<file path="config.mk">
export PLATFORM = sky130hd
export DESIGN_NAME = module_timer_lobby
export DESIGN_NICKNAME = d
export VERILOG_FILES = /design/src/rtl/module_timer_lobby_pkg.sv /design/src/rtl/module_timer_lobby_prescaler.sv /design/src/rtl/module_timer_lobby.sv
export SDC_FILE = /design/constraint.sdc
export NUM_CORES = 1
export LEC_CHECK = 0
export CORE_ASPECT_RATIO = 1.2
export CORE_MARGIN = 2
export CORE_UTILIZATION = 30
export CTS_BUF_LIST = sky130_fd_sc_hd__clkbuf_8
export DETAILED_ROUTE_END_ITERATION = 12
export PLACE_DENSITY = 0.53
export SETUP_SLACK_MARGIN = 0.15
export SLEW_MARGIN = 40
export SYNTH_ARGS = -nofsm -noshare
export SYNTH_HDL_FRONTEND = slang
export SYNTH_SLANG_ARGS = --single-unit
</file>
<file path="constraint.sdc">
create_clock -name clk_i -period 2.4 [get_ports clk_i]
set_input_delay 0.48 -clock clk_i [delete_from_list [all_inputs] [get_ports clk_i]]
set_output_delay 0.48 -clock clk_i [all_outputs]
set_load 0.1 [all_outputs]
</file>
<file path="src/rtl/module_timer_lobby_pkg.sv">
// Shared light-control definitions: timer state encoding and the default
// clock/timeout constants used by both the timer and the light FSM top level.
package pkg_luces;

  typedef enum logic [1:0] {
    T_IDLE  = 2'd0,
    T_COUNT = 2'd1,
    T_DONE  = 2'd2
  } timer_state_t;

  localparam int CLK_FREQ_HZ_DEF = 100_000_000;
  localparam int TIMEOUT_S_DEF   = 10;

endpackage : pkg_luces

</file>
<file path="src/rtl/module_timer_lobby_prescaler.sv">
// Free-running modulo-DIV counter; tick_o pulses for one cycle on the wrap
// from DIV-1 back to 0. A synchronous clear overrides the enable.
module module_prescaler #(
  parameter int DIV = 4
) (
  input  logic clk_i,
  input  logic rst_i,
  input  logic clr_i,
  input  logic en_i,
  output logic tick_o
);

  localparam int W = (DIV > 1) ? $clog2(DIV) : 1;
  localparam logic [W-1:0] LAST = W'(DIV - 1);

  logic [W-1:0] cnt_q, cnt_d;
  logic         wrap;

  assign wrap   = en_i && !clr_i && (cnt_q == LAST);
  assign tick_o = wrap;

  always_comb begin
    cnt_d = cnt_q;
    if (clr_i)      cnt_d = '0;
    else if (wrap)  cnt_d = '0;
    else if (en_i)  cnt_d = cnt_q + 1'b1;
  end

  // NOTE: sequential state uses non-blocking (<=) so every flop samples the
  // pre-edge values; blocking here would create order-dependent simulation.
  always_ff @(posedge clk_i or negedge rst_i) begin
    if (!rst_i) cnt_q <= '0;
    else        cnt_q <= cnt_d;
  end

endmodule : module_prescaler

</file>
<file path="src/rtl/module_timer_lobby.sv">
// Lobby-light hold timer: counts TIMEOUT_S seconds of the 1 s tick while en_i
// is held, then raises fin_o until en_i is released.
module module_timer_lobby
  import pkg_luces::*;
#(
  parameter int CLK_FREQ_HZ = CLK_FREQ_HZ_DEF,
  parameter int TIMEOUT_S   = TIMEOUT_S_DEF,
  parameter int SEC_W       = $clog2(TIMEOUT_S + 1)
) (
  input  logic             clk_i,
  input  logic             rst_i,
  input  logic             en_i,
  output logic             fin_o,
  output logic             busy_o,
  output logic [SEC_W-1:0] rem_o
);

  if (TIMEOUT_S < 1) begin : g_bad_timeout
    $error("module_timer_lobby: TIMEOUT_S must be >= 1");
  end
  if (CLK_FREQ_HZ < 2) begin : g_bad_freq
    $error("module_timer_lobby: CLK_FREQ_HZ must be >= 2");
  end

  localparam logic [SEC_W-1:0] REM_LOAD = SEC_W'(TIMEOUT_S);
  localparam logic [SEC_W-1:0] REM_ONE  = SEC_W'(1);

  timer_state_t     state_q, state_d;
  logic [SEC_W-1:0] rem_q, rem_d;
  logic             tick;
  logic             counting;

  assign counting = (state_q == T_COUNT);

  // Prescaler is held at zero outside T_COUNT and on an abort, so every
  // count starts a full second from edge 0.
  module_prescaler #(
    .DIV (CLK_FREQ_HZ)
  ) u_prescaler (
    .clk_i  (clk_i),
    .rst_i  (rst_i),
    .clr_i  (!counting || !en_i),
    .en_i   (counting),
    .tick_o (tick)
  );

  always_comb begin
    // NOTE: every variable gets a default before the case so no path leaves
    // it unassigned, which would otherwise infer a latch.
    state_d = state_q;
    rem_d   = rem_q;
    unique case (state_q)
      T_IDLE: begin
        rem_d = '0;
        if (en_i) begin
          state_d = T_COUNT;
          rem_d   = REM_LOAD;
        end
      end
      T_COUNT: begin
        if (!en_i) begin
          state_d = T_IDLE;
          rem_d   = '0;
        end else if (tick) begin
          if (rem_q <= REM_ONE) begin
            state_d = T_DONE;
            rem_d   = '0;
          end else begin
            rem_d = rem_q - 1'b1;
          end
        end
      end
      T_DONE: begin
        rem_d = '0;
        if (!en_i) state_d = T_IDLE;
      end
      default: begin
        state_d = T_IDLE;
        rem_d   = '0;
      end
    endcase
  end

  always_ff @(posedge clk_i or negedge rst_i) begin
    if (!rst_i) begin
      state_q <= T_IDLE;
      rem_q   <= '0;
    end else begin
      state_q <= state_d;
      rem_q   <= rem_d;
    end
  end

  assign fin_o  = (state_q == T_DONE);
  assign busy_o = counting;
  assign rem_o  = rem_q;

endmodule : module_timer_lobby

</file>
==> impl_metrics.ini <==
[critical_path]
path_class = flip-flop to flip-flop
worstPathMaxFanout = 24
cpPeakStageDelay_ps = 390
startpoint_type = flip-flop
end_kind = flip-flop
cp_top_family = simple AND/OR/NAND/NOR gates
path_cells = ha_1 > and3_1 > nand4_2 > o21ai_2 > buf_4 > a21oi_1
cp_num_buf_inv = 1
crit_slowest_cell = and3_1
crit_arrival_ps = 2060
cp.required_ps = 2550

[clock_network]
cts_tree = yes
post_cts_buffers = 0
clock_latency_ps = 280
cts.sinks = 33
root_buffer = clkbuf_8
clk_pin_slew_ps = 70
htreeDepth = 2
cts_buffer_depth = 2
cts-buffers-inserted = 5
cts_hold_buf = 0
cts_resized = 0

[placed_design]
pre_cts_ws_ps = 281
post-place-cells = 288
numPortBuffers = 8
place.gp.congestion = 0.719
hpwl_um = 2890

[power_and_ir_drop]
cellInternalPower_w = 0.000882
p_leak_nw = 0.905
p_total_w = 0.00115
switching_share = 0.235
powerDensity_nw_per_um2 = 524
vdd_ir_drop_max_uv = 236
p_sw_w = 0.000271
pwr-share-comb = 0.067
seqPwrFrac = 0.490
clockPowerShare = 0.442

[synthesis]
syn_inst = 199
ys_top_cells_by_area = dfrtp_1 (42%), o31ai_1 (4.2%), xor2_1 (4.0%)
synth_cell_type_count = 47
synth_nets = 205
ys_seq_area_frac = 0.420
synth_top_area_cell = dfrtp_1
ys_ff_latch = 33
syn_area_um2 = 1970
synthArstFlopShare = 1.00
avgSynthCellArea_um2 = 9.88
synth_ff_type = dfrtp_1
yosys_warnings = 0
synth_enable_flop_cells = 0
synth_top_area_frac = 0.420

[drt]
wire_per_inst_um = 14.5
drt_first_pass_iters = 4
drt_iter0_drc = 127
drt-vias-per-instance = 5.20
ant_nets = 0
vias = 1533
drc_errors = 0
wl_um = 4260

[timing]
fin_crit_ps = 1910
slew_violations = 0
rsz0062_at_grt = no
tightest_slew_ps = 435
finalCritPeriodShare = 0.797
tns_ps = 0
max_freq_mhz = 523
worst_slack_ps = 488
setup_violations = 0
timing.slew.headroom = 0.710
fin_worst_skew_ps = 9.59
hold_ws_ps = 472
hold_viol_final = 0

[floorplan]
start_util = 0.307
fp.coreArea_um2 = 6410
rows = 32
fp.dieW_um = 77.9
die_h_um = 92.7
die_area_um2 = 7220
io_pins = 9

[global_route]
grt.busiest_layer = met2
grtUsageMet1 = 0.167
grt-ovfl-total = 0
use_met3 = 0.0273
antenna_found_initial = 0
grt_use_total = 0.127
globalRouteMet2Util = 0.204
grt_pass1_vias = 1512
grt_max_degree = 34
grt_pass1_wl_um = 7370

[status]
status = completed

[cells_and_area]
seq_area_um2 = 826
final_cells = 295
layout-drive-gt1-share = 0.162
areaGrowthSynthToFinish_pct = 12.0
nets = 216
num_antenna_cells = 0
fillers = 691
multi_input_area_um2 = 1050

[flow_run]
cap_violations = 0

[min_path]
hold_class = flip-flop to flip-flop
## layout make-up
cell class,count,area share
clock buffer,5,0.0312
multi-input combinational,151,0.478
sequential,33,0.375
timing repair buffer,10,0.0363
tap,85,0.0483
clock inverter,2,0.0159
inverter,9,0.0153
## power by group through the flow
stage	clock network (W)	registers, W	logic [W]
global placement	0	0.000576	0.0000800
finish	0.000510	0.000566	0.0000778
floorplan	0	0.000592	0.0000342
CTS	0.000528	0.000565	0.0000802
detailed placement	0	0.000576	0.0000799
global route	0.000551	0.000566	0.0000860
## per-stage QoR
| stage | instance area [um2] | utilization |
|---|---|---|
| finish | 2200 | 0.344 |
| CTS | 2200 | 0.344 |
| global route | 2200 | 0.344 |
| detailed placement | 2100 | 0.328 |
| global placement | 2100 | 0.328 |
| floorplan | 1970 | - |
## sequential cells by signal, indices dropped and copies added (netlist names)
signal and cells:
rem_o 4, state_q 2, u_prescaler.cnt_q 27
## kinds of logic after synthesis
family          count (synthesis)  synth area share
xor+xnor                       11            0.0490
simple gates                   95             0.323
flops                          33             0.420
buf+inv                        15            0.0458
compound gates                 42             0.143
fa+ha+maj                       3            0.0191
## placed cells by master (no fill, tap or decap), types with 2 or more instances in the layout
master and count:
dfrtp_1 33, nand2_1 11, xor2_1 9, clkbuf_8 5, nand3_1 10, nand4_1 6, o22ai_1 2, or3_1 4
o311a_1 2, inv_1 9, and4_4 2, and4_1 4, or4_1 10, clkdlybuf4s50_1 2, o31ai_1 11, nand2_4 2
buf_4 8, a21oi_1 14, nand4_2 4, nor2_1 19, and2_1 3, and3_1 5, xnor2_1 2, nand3_2 2
ha_1 3, o21ai_0 5
## cells in the mapped netlist, types with 2 or more instances
| master | count |
|---|---|
| a21oi_1 | 14 |
| and2_1 | 3 |
| o21ai_0 | 5 |
| inv_1 | 9 |
| o31ai_1 | 11 |
| o311a_1 | 2 |
| buf_2 | 2 |
| dfrtp_1 | 33 |
| ha_1 | 3 |
| nor2_1 | 19 |
| and3_1 | 5 |
| nand4_2 | 4 |
| xnor2_1 | 2 |
| or3_1 | 4 |
| and4_1 | 4 |
| nor2b_1 | 2 |
| nand4_1 | 6 |
| buf_4 | 2 |
| nand3_1 | 10 |
| and4_4 | 2 |
| xor2_1 | 9 |
| nand3_2 | 2 |
| nand2_1 | 11 |
| o22ai_1 | 2 |
| or4_1 | 10 |
| nand2_4 | 2 |
## worst paths after layout
kind | start | to | slack (ps) | cells past startpoint
setup / recovery | u_prescaler.cnt_q[0] | u_prescaler.cnt_q[19] | 490 | 6
hold / removal | u_prescaler.cnt_q[0] | u_prescaler.cnt_q[0] | 470 | 1
setup reg to reg | u_prescaler.cnt_q[0] | u_prescaler.cnt_q[19] | 490 | 6
hold reg to reg | u_prescaler.cnt_q[0] | u_prescaler.cnt_q[0] | 470 | 1
max in group asynchronous | rst_i | u_prescaler.cnt_q[10] | 1470 | 2
min in group asynchronous | rst_i | u_prescaler.cnt_q[20] | 610 | 2
## layer usage
| layer | wire (um) | part of all wire |
|---|---|---|
| met1 | 2080 | 0.49 |
| met2 | 1990 | 0.47 |
| met3 | 119 | 0.028 |
| met4 | 74 | 0.017 |
| met5 | 0 | 0 |
Power figures use the tool's default switching activity.
